<file path="src/rtl/vector_addsub_seq_pkg.sv">
// ---------------------------------------------------------------------------
// vector_addsub_seq_pkg
// Purpose : Shared definitions for the sequential FP32 vector add/subtract.
//           It holds the FSM state encoding, the FP32 field constants and
//           the single-precision adder used by each lane.
// Ports   : none (package)
// ---------------------------------------------------------------------------
package vector_addsub_seq_pkg;

    localparam int FP_W     = 32;
    localparam int SIGN_BIT = 31;
    localparam logic [FP_W-1:0] QNAN = 32'h7FC0_0000;

    typedef enum logic [1:0] {
        ST_IDLE = 2'd0,
        ST_RUN  = 2'd1,
        ST_DONE = 2'd2
    } state_t;

    // IEEE-754 single-precision add with round-to-nearest-even.
    // Subnormals are handled by giving them an effective exponent of 1 and
    // no hidden bit. Exact cancellation yields +0.
    function automatic logic [FP_W-1:0] fp32_add(input logic [FP_W-1:0] a,
                                                 input logic [FP_W-1:0] b);
        logic [FP_W-1:0] x, y, res;
        logic            a_nan, b_nan, a_inf, b_inf;
        logic [9:0]      ex, ey, d, e;
        logic [26:0]     mx, my;
        logic [27:0]     s;
        logic [24:0]     mr;
        logic            sticky, rnd;

        a_nan = (&a[30:23]) &  (|a[22:0]);
        b_nan = (&b[30:23]) &  (|b[22:0]);
        a_inf = (&a[30:23]) & ~(|a[22:0]);
        b_inf = (&b[30:23]) & ~(|b[22:0]);

        // x is always the operand of larger magnitude
        if (a[30:0] >= b[30:0]) begin
            x = a;
            y = b;
        end else begin
            x = b;
            y = a;
        end

        ex = (x[30:23] == 8'd0) ? 10'd1 : {2'b00, x[30:23]};
        ey = (y[30:23] == 8'd0) ? 10'd1 : {2'b00, y[30:23]};
        // hidden bit, 23 fraction bits, guard/round/sticky
        mx = {|x[30:23], x[22:0], 3'b000};
        my = {|y[30:23], y[22:0], 3'b000};

        d = ex - ey;
        if (d >= 10'd27) begin
            sticky = |my;
            my     = '0;
        end else begin
            sticky = |(my & ~({27{1'b1}} << d));
            my     = my >> d;
        end
        my[0] = my[0] | sticky;

        e = ex;
        if (x[SIGN_BIT] == y[SIGN_BIT]) begin
            s = {1'b0, mx} + {1'b0, my};
            if (s[27]) begin
                s = {1'b0, s[27:2], s[1] | s[0]};
                e = e + 10'd1;
            end
        end else begin
            s = {1'b0, mx - my};
            // normalise left, but never below the subnormal exponent
            for (int i = 0; i < 26; i++) begin
                if (!s[26] && (e > 10'd1)) begin
                    s = s << 1;
                    e = e - 10'd1;
                end
            end
        end

        rnd = s[2] & (s[1] | s[0] | s[3]);
        mr  = {1'b0, s[26:3]} + {24'd0, rnd};
        if (mr[24]) begin
            mr = mr >> 1;
            e  = e + 10'd1;
        end

        if (a_nan || b_nan || (a_inf && b_inf && (a[SIGN_BIT] ^ b[SIGN_BIT])))
            res = QNAN;
        else if (a_inf)
            res = a;
        else if (b_inf)
            res = b;
        else if (s == 28'd0)
            res = {x[SIGN_BIT] & y[SIGN_BIT], 31'd0};
        else if (e >= 10'd255)
            res = {x[SIGN_BIT], 8'hFF, 23'd0};
        else
            res = {x[SIGN_BIT], (mr[23] ? e[7:0] : 8'd0), mr[22:0]};
        return res;
    endfunction

endpackage

</file>
<file path="src/rtl/vector_addsub_seq_lanes.sv">
// ---------------------------------------------------------------------------
// vector_addsub_seq_lanes
// Purpose : Combinational element-wise FP32 vector adder, one adder per
//           element. Used by the sequential top as its LANES-wide datapath.
// Ports   : i_a   [FP_W*VLEN] operand vector, element i at [32*i +: 32]
//           i_b   [FP_W*VLEN] operand vector, same packing
//           o_sum [FP_W*VLEN] element-wise i_a + i_b
// ---------------------------------------------------------------------------
module vector_addsub_seq_lanes
    import vector_addsub_seq_pkg::*;
#(
    parameter int VLEN = 2
) (
    input  logic [FP_W*VLEN-1:0] i_a,
    input  logic [FP_W*VLEN-1:0] i_b,
    output logic [FP_W*VLEN-1:0] o_sum
);

    genvar gi;
    generate
        for (gi = 0; gi < VLEN; gi++) begin : g_lane
            assign o_sum[gi*FP_W +: FP_W] = fp32_add(i_a[gi*FP_W +: FP_W],
                                                     i_b[gi*FP_W +: FP_W]);
        end
    endgenerate

endmodule

</file>
<file path="src/rtl/vector_addsub_seq.sv">
// ---------------------------------------------------------------------------
// vector_addsub_seq
// Purpose : Multi-cycle FP32 vector add/subtract. An accepted operation is
//           buffered, then processed LANES elements per cycle over NCHUNK
//           cycles, and the full result is presented with valid/ready.
// Ports   : clk        system clock, rising edge
//           rst_n      asynchronous active-low reset
//           in_valid   A, B, sub valid
//           in_ready   high only in IDLE
//           A, B       [32*VLEN] operand vectors, element i at [32*i +: 32]
//           sub        0: A+B, 1: A-B
//           out_valid  high in DONE, result holds a complete vector
//           out_ready  consumer accepts result
//           result     [32*VLEN] result vector, same packing
// ---------------------------------------------------------------------------
module vector_addsub_seq
    import vector_addsub_seq_pkg::*;
#(
    parameter int VLEN  = 8,
    parameter int LANES = 2
) (
    input  logic                 clk,
    input  logic                 rst_n,
    input  logic                 in_valid,
    output logic                 in_ready,
    input  logic [FP_W*VLEN-1:0] A,
    input  logic [FP_W*VLEN-1:0] B,
    input  logic                 sub,
    output logic                 out_valid,
    input  logic                 out_ready,
    output logic [FP_W*VLEN-1:0] result
);

    localparam int NCHUNK = VLEN / LANES;
    localparam int CW     = (NCHUNK > 1) ? $clog2(NCHUNK) : 1;
    localparam logic [CW-1:0] LAST_CHUNK = CW'(NCHUNK - 1);

    generate
        if ((LANES < 1) || (LANES > VLEN) || ((VLEN % LANES) != 0)) begin : g_param_check
            $error("vector_addsub_seq: VLEN must be a non-zero multiple of LANES");
        end
    endgenerate

    state_t                r_state, w_state_next;
    logic [CW-1:0]         r_cnt, w_cnt_next;
    logic                  w_load;
    logic [FP_W*VLEN-1:0]  r_a, r_b;
    logic                  r_sub;
    logic [FP_W-1:0]       r_result [VLEN];
    logic [FP_W*LANES-1:0] w_a_chunk, w_b_chunk, w_sum;

    // ---------------- FSM ----------------
    always_ff @(posedge clk or negedge rst_n) begin
        if (!rst_n) begin
            r_state <= ST_IDLE;
            r_cnt   <= '0;
        end else begin
            r_state <= w_state_next;
            r_cnt   <= w_cnt_next;
        end
    end

    always_comb begin
        w_state_next = r_state;
        w_cnt_next   = r_cnt;
        w_load       = 1'b0;
        in_ready     = 1'b0;
        out_valid    = 1'b0;
        case (r_state)
            ST_IDLE: begin
                in_ready = 1'b1;
                if (in_valid) begin
                    w_load       = 1'b1;
                    w_cnt_next   = '0;
                    w_state_next = ST_RUN;
                end
            end
            ST_RUN: begin
                // wrap to zero on the last chunk so the counter never
                // holds a value past NCHUNK-1
                if (r_cnt == LAST_CHUNK) begin
                    w_cnt_next   = '0;
                    w_state_next = ST_DONE;
                end else begin
                    w_cnt_next = r_cnt + CW'(1);
                end
            end
            ST_DONE: begin
                out_valid = 1'b1;
                if (out_ready)
                    w_state_next = ST_IDLE;
            end
            default: w_state_next = ST_IDLE;
        endcase
    end

    // ---------------- operand buffers ----------------
    always_ff @(posedge clk or negedge rst_n) begin
        if (!rst_n) begin
            r_a   <= '0;
            r_b   <= '0;
            r_sub <= 1'b0;
        end else if (w_load) begin
            r_a   <= A;
            r_b   <= B;
            r_sub <= sub;
        end
    end

    // ---------------- chunk mux ----------------
    // Lane gi of chunk k works on element k*LANES+gi. Subtraction is a sign
    // flip of B ahead of the adder, applied to every encoding.
    genvar gi;
    generate
        for (gi = 0; gi < LANES; gi++) begin : g_mux
            logic [FP_W-1:0] w_b_elem;
            assign w_a_chunk[gi*FP_W +: FP_W] = r_a[(int'(r_cnt)*LANES + gi)*FP_W +: FP_W];
            assign w_b_elem                   = r_b[(int'(r_cnt)*LANES + gi)*FP_W +: FP_W];
            assign w_b_chunk[gi*FP_W +: FP_W] = {w_b_elem[SIGN_BIT] ^ r_sub,
                                                 w_b_elem[SIGN_BIT-1:0]};
        end
    endgenerate

    vector_addsub_seq_lanes #(
        .VLEN (LANES)
    ) u_lanes (
        .i_a   (w_a_chunk),
        .i_b   (w_b_chunk),
        .o_sum (w_sum)
    );

    // ---------------- result registers ----------------
    // Each element is written only in the RUN cycle of its own chunk, so
    // the result is left untouched in IDLE and DONE.
    generate
        for (gi = 0; gi < VLEN; gi++) begin : g_res
            localparam logic [CW-1:0] CHUNK = CW'(gi / LANES);
            localparam int            LANE  = gi % LANES;

            always_ff @(posedge clk or negedge rst_n) begin
                if (!rst_n)
                    r_result[gi] <= '0;
                else if ((r_state == ST_RUN) && (r_cnt == CHUNK))
                    r_result[gi] <= w_sum[LANE*FP_W +: FP_W];
            end

            assign result[gi*FP_W +: FP_W] = r_result[gi];
        end
    endgenerate

endmodule
</file>
<file path="config.mk">
export PLATFORM = sky130hd
export DESIGN_NAME = vector_addsub_seq
export DESIGN_NICKNAME = d
export VERILOG_FILES = /design/src/rtl/vector_addsub_seq_pkg.sv /design/src/rtl/vector_addsub_seq_lanes.sv /design/src/rtl/vector_addsub_seq.sv
export SDC_FILE = /design/constraint.sdc
export NUM_CORES = 2
export LEC_CHECK = 0
export BUFFER_PORTS_ARGS = -buffer_cell sky130_fd_sc_hd__buf_2
export CORE_MARGIN = 2
export CORE_UTILIZATION = 30
export CTS_BUF_LIST = sky130_fd_sc_hd__clkbuf_4 sky130_fd_sc_hd__clkbuf_8
export CTS_CLUSTER_DIAMETER = 30
export DETAILED_ROUTE_END_ITERATION = 10
export PLACE_DENSITY = 0.46
export SLEW_MARGIN = 20
export SYNTH_ARGS = -nofsm -noshare
export SYNTH_HDL_FRONTEND = slang
export SYNTH_HIERARCHICAL = 1
export SYNTH_SLANG_ARGS = --single-unit
</file>
<file path="constraint.sdc">
create_clock -name clk -period 72.4 [get_ports clk]
set_clock_uncertainty 0.15 [all_clocks]
set_input_delay 14.48 -clock clk [delete_from_list [all_inputs] [get_ports clk]]
set_output_delay 14.48 -clock clk [all_outputs]
set_load 0.005 [all_outputs]
</file>
### Word-level counts from Yosys, hierarchy flattened

Cells that the tools add are included.

| operators by class | value |
|---|---|
| shift operators | 8 |
| muxes and demuxes | 251 |
| $add $sub $neg | 66 |
| reduce and logical (&&, ||, !) cells | 143 |
| eq/ne operators | 10 |
| magnitude comparators | 58 |
| bitwise operators | 32 |

Operator list:

| kind | count |
|---|---|
| $mux 28 | 104 |
| $mux 10 | 108 |
| $gt 10x1->1 const B | 52 |
| $sub 10x1->10 const B | 52 |
| $shiftx 256x9->32 | 2 |
| $mux 32 | 12 |
| $shiftx 256x10->32 | 1 |
| $shiftx 256x32->32 | 1 |
| $mux 27 | 4 |
| $reduce_or 23->1 | 4 |
| $ge 31x31->1 | 2 |
| $mux 31 | 2 |
| $reduce_or 31->1 | 2 |
| $logic_and 1x1->1 | 60 |
| $add 27x27->28 | 2 |
| $logic_not 28->1 | 2 |
| $and 27x27->27 | 2 |
| $not 27->27 | 2 |
| $reduce_or 27->1 | 2 |
| $shl 27x10->27 const A | 2 |
| $shr 27x10->27 | 2 |
| $sub 27x27->27 | 2 |
| $logic_not 1->1 | 52 |
| $add 24x1->25 | 2 |
| other kinds (28) | 92 |

| word-level totals | value |
|---|---|
| input bits | 517 |
| logic and storage cells | 581 |
| bits in registers | 773 |
| output and inout port bits | 258 |

### Longest topological paths before layout

| logic depth | value |
|---|---|
| depth after elaboration | 129 |
| depth in mapped cells | 309 |
| gate-level depth less buffers | 242 |

### Cells and area by module

Netlist, hierarchy kept.

By module, submodules not included:

| module | sequential area each (um^2) | cells an instance | area an instance (um^2) | times used |
|---|---|---|---|---|
| vector_addsub_seq_lanes | 0.0 | 9988 | 62686.4 | 1 |
| vector_addsub_seq | 19343.6 | 1810 | 34331.7 | 1 |

### Worst setup path before layout

OpenSTA, ideal clock, no wires.

| timing path | value |
|---|---|
| path kind | register to register |
| start point | reg r_cnt[0] |
| end point | reg r_result (netlist bit result[161]) |
| stages on the path, launching flop included | 294 |
| setup slack | 9.869 ns |
| clock period less this slack | 62.531 ns |
| setup time | 0.065 ns |
| buffers on the path | 75 |
| arrival | 62.316 ns |
| required time | 72.185 ns |
| cells stage by stage | dfrtp_1 > buf_2 > buf_6 > buf_4 > mux4_2 > clkbuf_1 > inv_1 > ha_1 > and3_1 > and3_1 > buf_2 > and4_4 > a211o_1 > nor2_2 > buf_2 > clkbuf_1 > buf_1 > clkbuf_1 > (+258 left out) > o311a_1 > o32ai_1 > and2_1 > ha_1 > o2111ai_1 > nor2_1 > nand3_1 > or4_1 > buf_2 > or4_4 > o21bai_1 > a22oi_1 > or2_1 > buf_2 > or3_4 > buf_6 > nor2_1 > mux2_2 |

| between the ends | value |
|---|---|
| longest elaborated chain between the ends | 129 |
| elaborated cells between the ends (all ways) | 270 |
| those cells by class | add/sub (33); order compare (29); eq/ne (2); shift (4); mux (119); bitwise (15); reduce/logical (68) |

RTL lines:

| item | RTL line | RTL |
|---|---|---|
| start, declared | vector_addsub_seq.sv:45 | `logic [CW-1:0] r_cnt, w_cnt_next;` |
| start signal, assigned | vector_addsub_seq.sv:59 | `r_cnt <= w_cnt_next;` |
| $add 3x1->4 (*) | vector_addsub_seq.sv:118 | `assign w_b_elem = r_b[(int'(r_cnt)*LANES + gi)*FP_W +: FP_W];` |
| $shiftx 256x10->32 (*) | vector_addsub_seq.sv:118 |  |
| net g_mux[1].w_b_elem[25] | vector_addsub_seq.sv:116 | `logic [FP_W-1:0] w_b_elem;` |
| $ge 31x31->1 | vector_addsub_seq_pkg.sv:39 | `if (a[30:0] >= b[30:0]) begin` |
| $mux 32 | vector_addsub_seq_pkg.sv:39 |  |
| $logic_not 8->1, on equally long branches | vector_addsub_seq_pkg.sv:47, vector_addsub_seq_pkg.sv:48 |  |
| $mux 8, on equally long branches | vector_addsub_seq_pkg.sv:47, vector_addsub_seq_pkg.sv:48 |  |
| $sub 10x10->10 | vector_addsub_seq_pkg.sv:53 | `d = ex - ey;` |
| (+115 left out) | -- |  |
| $mux 10 | vector_addsub_seq_pkg.sv:83 | `if (mr[24]) begin` |
| $ge 10x8->1 | vector_addsub_seq_pkg.sv:96 | `else if (e >= 10'd255)` |
| $mux 31 | vector_addsub_seq_pkg.sv:96 |  |
| $mux 32 | vector_addsub_seq_pkg.sv:94 | `else if (s == 28'd0)` |
| $mux 32 | vector_addsub_seq_pkg.sv:92 | `else if (b_inf)` |
| $mux 32 | vector_addsub_seq_pkg.sv:90 | `else if (a_inf)` |
| $mux 32 (*) | vector_addsub_seq_pkg.sv:88 | `if (a_nan \|\| b_nan \|\| (a_inf && b_inf && (a[SIGN_BIT] ^ b[SIGN_BIT])))` |
| net w_sum[33] | vector_addsub_seq.sv:50 | `logic [FP_W*LANES-1:0] w_a_chunk, w_b_chunk, w_sum;` |
| end signal, assigned by index | vector_addsub_seq.sv:144 | `r_result[gi] <= w_sum[LANE*FP_W +: FP_W];` |
| end, declared | vector_addsub_seq.sv:49 | `logic [FP_W-1:0] r_result [VLEN];` |

Mark *: on every way through the listed nets, which the timed path passes. The rest lies on a longest branch. The select of a mux whose other input is x is not followed.
A chain may end at the register's enable or synchronous reset.

### Worst setup path after layout

| timing path | value |
|---|---|
| start point | reg r_cnt[0] |
| end point | reg r_result (netlist bit result[64]) |

| between the ends | value |
|---|---|
| longest elaborated chain between the ends | 128 |
| elaborated cells between the ends (all ways) | 269 |
| those cells by class | add/sub (32); order compare (29); eq/ne (2); shift (4); mux (119); bitwise (15); reduce/logical (68) |

RTL lines:

| item | RTL line | RTL |
|---|---|---|
| $shiftx 256x9->32 (*) | vector_addsub_seq.sv:117 | `assign w_a_chunk[gi*FP_W +: FP_W] = r_a[(int'(r_cnt)*LANES + gi)*FP_W +: FP_W];` |
| net w_a_chunk[30] | vector_addsub_seq.sv:50 |  |
| $ge 31x31->1 | vector_addsub_seq_pkg.sv:39 |  |
| $mux 32 | vector_addsub_seq_pkg.sv:39 |  |
| $logic_not 8->1, on equally long branches | vector_addsub_seq_pkg.sv:47, vector_addsub_seq_pkg.sv:48 |  |
| $mux 8, on equally long branches | vector_addsub_seq_pkg.sv:47, vector_addsub_seq_pkg.sv:48 |  |
| $sub 10x10->10 | vector_addsub_seq_pkg.sv:53 |  |
| $shl 27x10->27 | vector_addsub_seq_pkg.sv:58 | `sticky = \|(my & ~({27{1'b1}} << d));` |
| (+114 left out) | -- |  |
| $mux 10 | vector_addsub_seq_pkg.sv:83 |  |
| $ge 10x8->1 | vector_addsub_seq_pkg.sv:96 |  |
| $mux 31 | vector_addsub_seq_pkg.sv:96 |  |
| $mux 32 | vector_addsub_seq_pkg.sv:94 |  |
| $mux 32 | vector_addsub_seq_pkg.sv:92 |  |
| $mux 32 | vector_addsub_seq_pkg.sv:90 |  |
| $mux 32 (*) | vector_addsub_seq_pkg.sv:88 |  |
| net w_sum[0] | vector_addsub_seq.sv:50 |  |

Marked as above.

==> run metrics <==
CP max-delay cell o41a_2; global-route wire length before repair 568 mm; max cap viols 0; worst-margin pin slew 1220 ps; core area 321,000 um2; Setup crit start kind register; Root Buffer clkbuf_8; cell mode on critical path ha_1; CTS tree done; post-detail-place hpwl 303 mm; final hold violation count 0; initial DRC count 7,226; CTS max path bufs 4; commonest cells after routing, fill and taps aside nor2_1, nand2_1, a21oi_1; Final setup viols 0; grt total ovfl 0; sequential standard cell area 19,400 um2; Place WS 2160 ps; Worst-path clk slew 60 ps; minimum clock period 67,300 ps; Synth Area in XOR/XNOR 3.72%; total clock sinks 773; Post-Synth Adder-Cell Area 3.81%; FMAX 0.0149 GHz; Routed WL per cell 22.5 um; CP Class register to register; via count 93,100; number of global-route vias before repair 88,000; Multi-input gate area 72,600 um2; post-synthesis mux area share 22.5%; I/O pin total 775; Mapped Avg Cell Area 8.22 um2; Critical Path AT 67,920 ps; max-slew violations 0; ys flop type dfrtp_1; Routed WL 376 mm; Critical path buffers and inverters 38; CP required 73,010 ps; placement row count 208; setup TNS 0 ps; Net count, final 13,100; Yosys reg bits 773; pin count of the biggest net entering global routing 151; worst slew margin relative to its limit 18.1%; most common cell after layout, fill and taps aside nor2_1; FILL cells 34,300; Synth-to-Final Area Change 11.3%; CP endpoint kind register; antenna violations before repair 103; status finished clean; Post-CTS Hold Buffers 0; Syn Nets 12,600; setup ws final 5100 ps; RSZ-0062 raised after global routing no; Netlist cell types 172; YS warnings 6; Die Wd 573 um; DIE AREA 328,000 um2; slowest cell delay on critical path 710 ps; Mapped Area 97,000 um2; family with the most delay on the worst path simple AND/OR/NAND/NOR gates; Synth Instances 11,800; Starting Density 30.2%; Max Fanout on Critical Path 57; share of post-route cells with drive strength above 1 23.1%; GRT Util Overall 21.9%; PortBufs 774; register area share after synthesis 19.9%; Post-Synth Simple-Gate Area 20.8%; number of CTS-inserted buffers 164; compound-gate portion of the synthesized area 23.5%; Vias/cell 5.57; later-pin clock latency in the skew report 940 ps; Final ANT Viol Nets 0; Hold Crit Class register to register; Post-synth ARST share 100%; gpl congestion 0.933; DRC errors left 0; H-Tree Depth 4; fin crit share 93.0%; largest family of logic cells by synthesized area compound AO/OA/AOI/OAI gates; Pre-antenna DRT Iters 6; EDFF count, synth 0; die height 573 um
## state kept, by name, indices dropped and copies added (netlist names)
register and flops:
r_a 256, r_b 256, r_cnt 2, r_state 2, r_sub 1, result 256
## cells in the mapped netlist, types with 64 or more instances
library cell  number  area share, %
nor2_1          1343            5.2
nand2_1         1255            4.9
a21oi_1          856            4.4
dfrtp_1          773             20
o21ai_0          731            3.8
mux2i_1          554            5.7
mux2_2           508            5.9
mux2_4           473            7.3
clkbuf_1         344            1.3
inv_1            326            1.3
nand3_1          321            1.7
ha_1             288            3.7
xnor2_1          287            2.6
nor3_1           264            1.4
mux4_2           151            3.5
o211ai_1         135            1.0
a211oi_1         134            1.0
nand4_1          132           0.85
a31oi_1          125           0.81
a21o_1           124           0.96
and2_1           118           0.76
and3_1           117           0.75
buf_2            110           0.57
nor4_1           102           0.66
xor2_1            93           0.84
buf_4             87           0.67
or2_2             87           0.56
or3_1             87           0.56
o21ai_1           81           0.42
o31ai_1           80           0.62
o22ai_1           78           0.50
o21a_1            75           0.58
nand2b_1          70           0.45
buf_1             64           0.25
## worst register-to-register path: cells and delay by family (launching register included)
family | cells | cell delay (ps)
adders and majority gates | 30 | 9690
and+or+nand+nor | 79 | 22890
DFF | 1 | 660
AOI/OAI and AO/OA | 68 | 18600
buffers and inverters | 38 | 8640
xor gates and xnor gates | 13 | 4170
muxes | 5 | 2330
## path summary, 6_finish.rpt
kind,start,slack [ps],cells after the start,to
max,r_cnt[0]$_DFFE_PN0P_,5100,233,result[64]$_DFFE_PN0P_
min,result[146]$_DFFE_PN0P_,350,1,result[146]$_DFFE_PN0P_
max reg2reg,r_cnt[0]$_DFFE_PN0P_,5100,233,result[64]$_DFFE_PN0P_
min reg2reg,result[146]$_DFFE_PN0P_,350,1,result[146]$_DFFE_PN0P_
max in group asynchronous,rst_n,54930,5,r_b[22]$_DFFE_PN0P_
min in group asynchronous,rst_n,13490,1,r_b[47]$_DFFE_PN0P_
## stage by stage
step,hold WS [ps],instance area [um2],instances,util [%]
after floorplan,325,97000,11800,-
after global placement,331,104000,16400,32.3
after detailed placement,337,104000,16400,32.3
after CTS,349,108000,16700,33.5
after global routing,355,108000,16700,33.6
final,346,108000,16700,33.6
## kinds of logic (layout without fill, tap and decap cells)
kind of cell    Yosys count  count (layout)
simple gates           4252            4252
xor+xnor                395             395
other cells               0              44
mux                    1693            1693
buf+inv                1040            1597
compound gates         3352            3352
flops                   773             773
fa+ha+maj               293             293
## layout make-up
cell class	instances	area share, %
clock inverters	70	0.905
well taps	4305	4.99
clock buffers	209	2.56
repair buffers	980	5.14
flip-flops and latches	773	17.9
multi-input cells	9985	67.2
inverters	338	1.17
diodes	44	0.102
## metal layers
| metal | vias up | part of all wire, % | global-route usage (%) |
|---|---|---|---|
| met5 | - | 0.19 | 0 |
| met4 | 112 | 3.5 | 7.07 |
| met3 | 514 | 4.9 | 3.35 |
| met2 | 2425 | 46 | 35.7 |
| met1 | 45000 | 46 | 29.5 |
| li1 | 45000 | - | - |
## repair_timing
item                                    CTS  global route
setup buffers                             0             3
endpoints found under the setup margin    0           128
gates resized for setup                   0            11
Power is not shown: default switching activity piles up to over one toggle a cycle in this logic, so the estimate is an artifact.
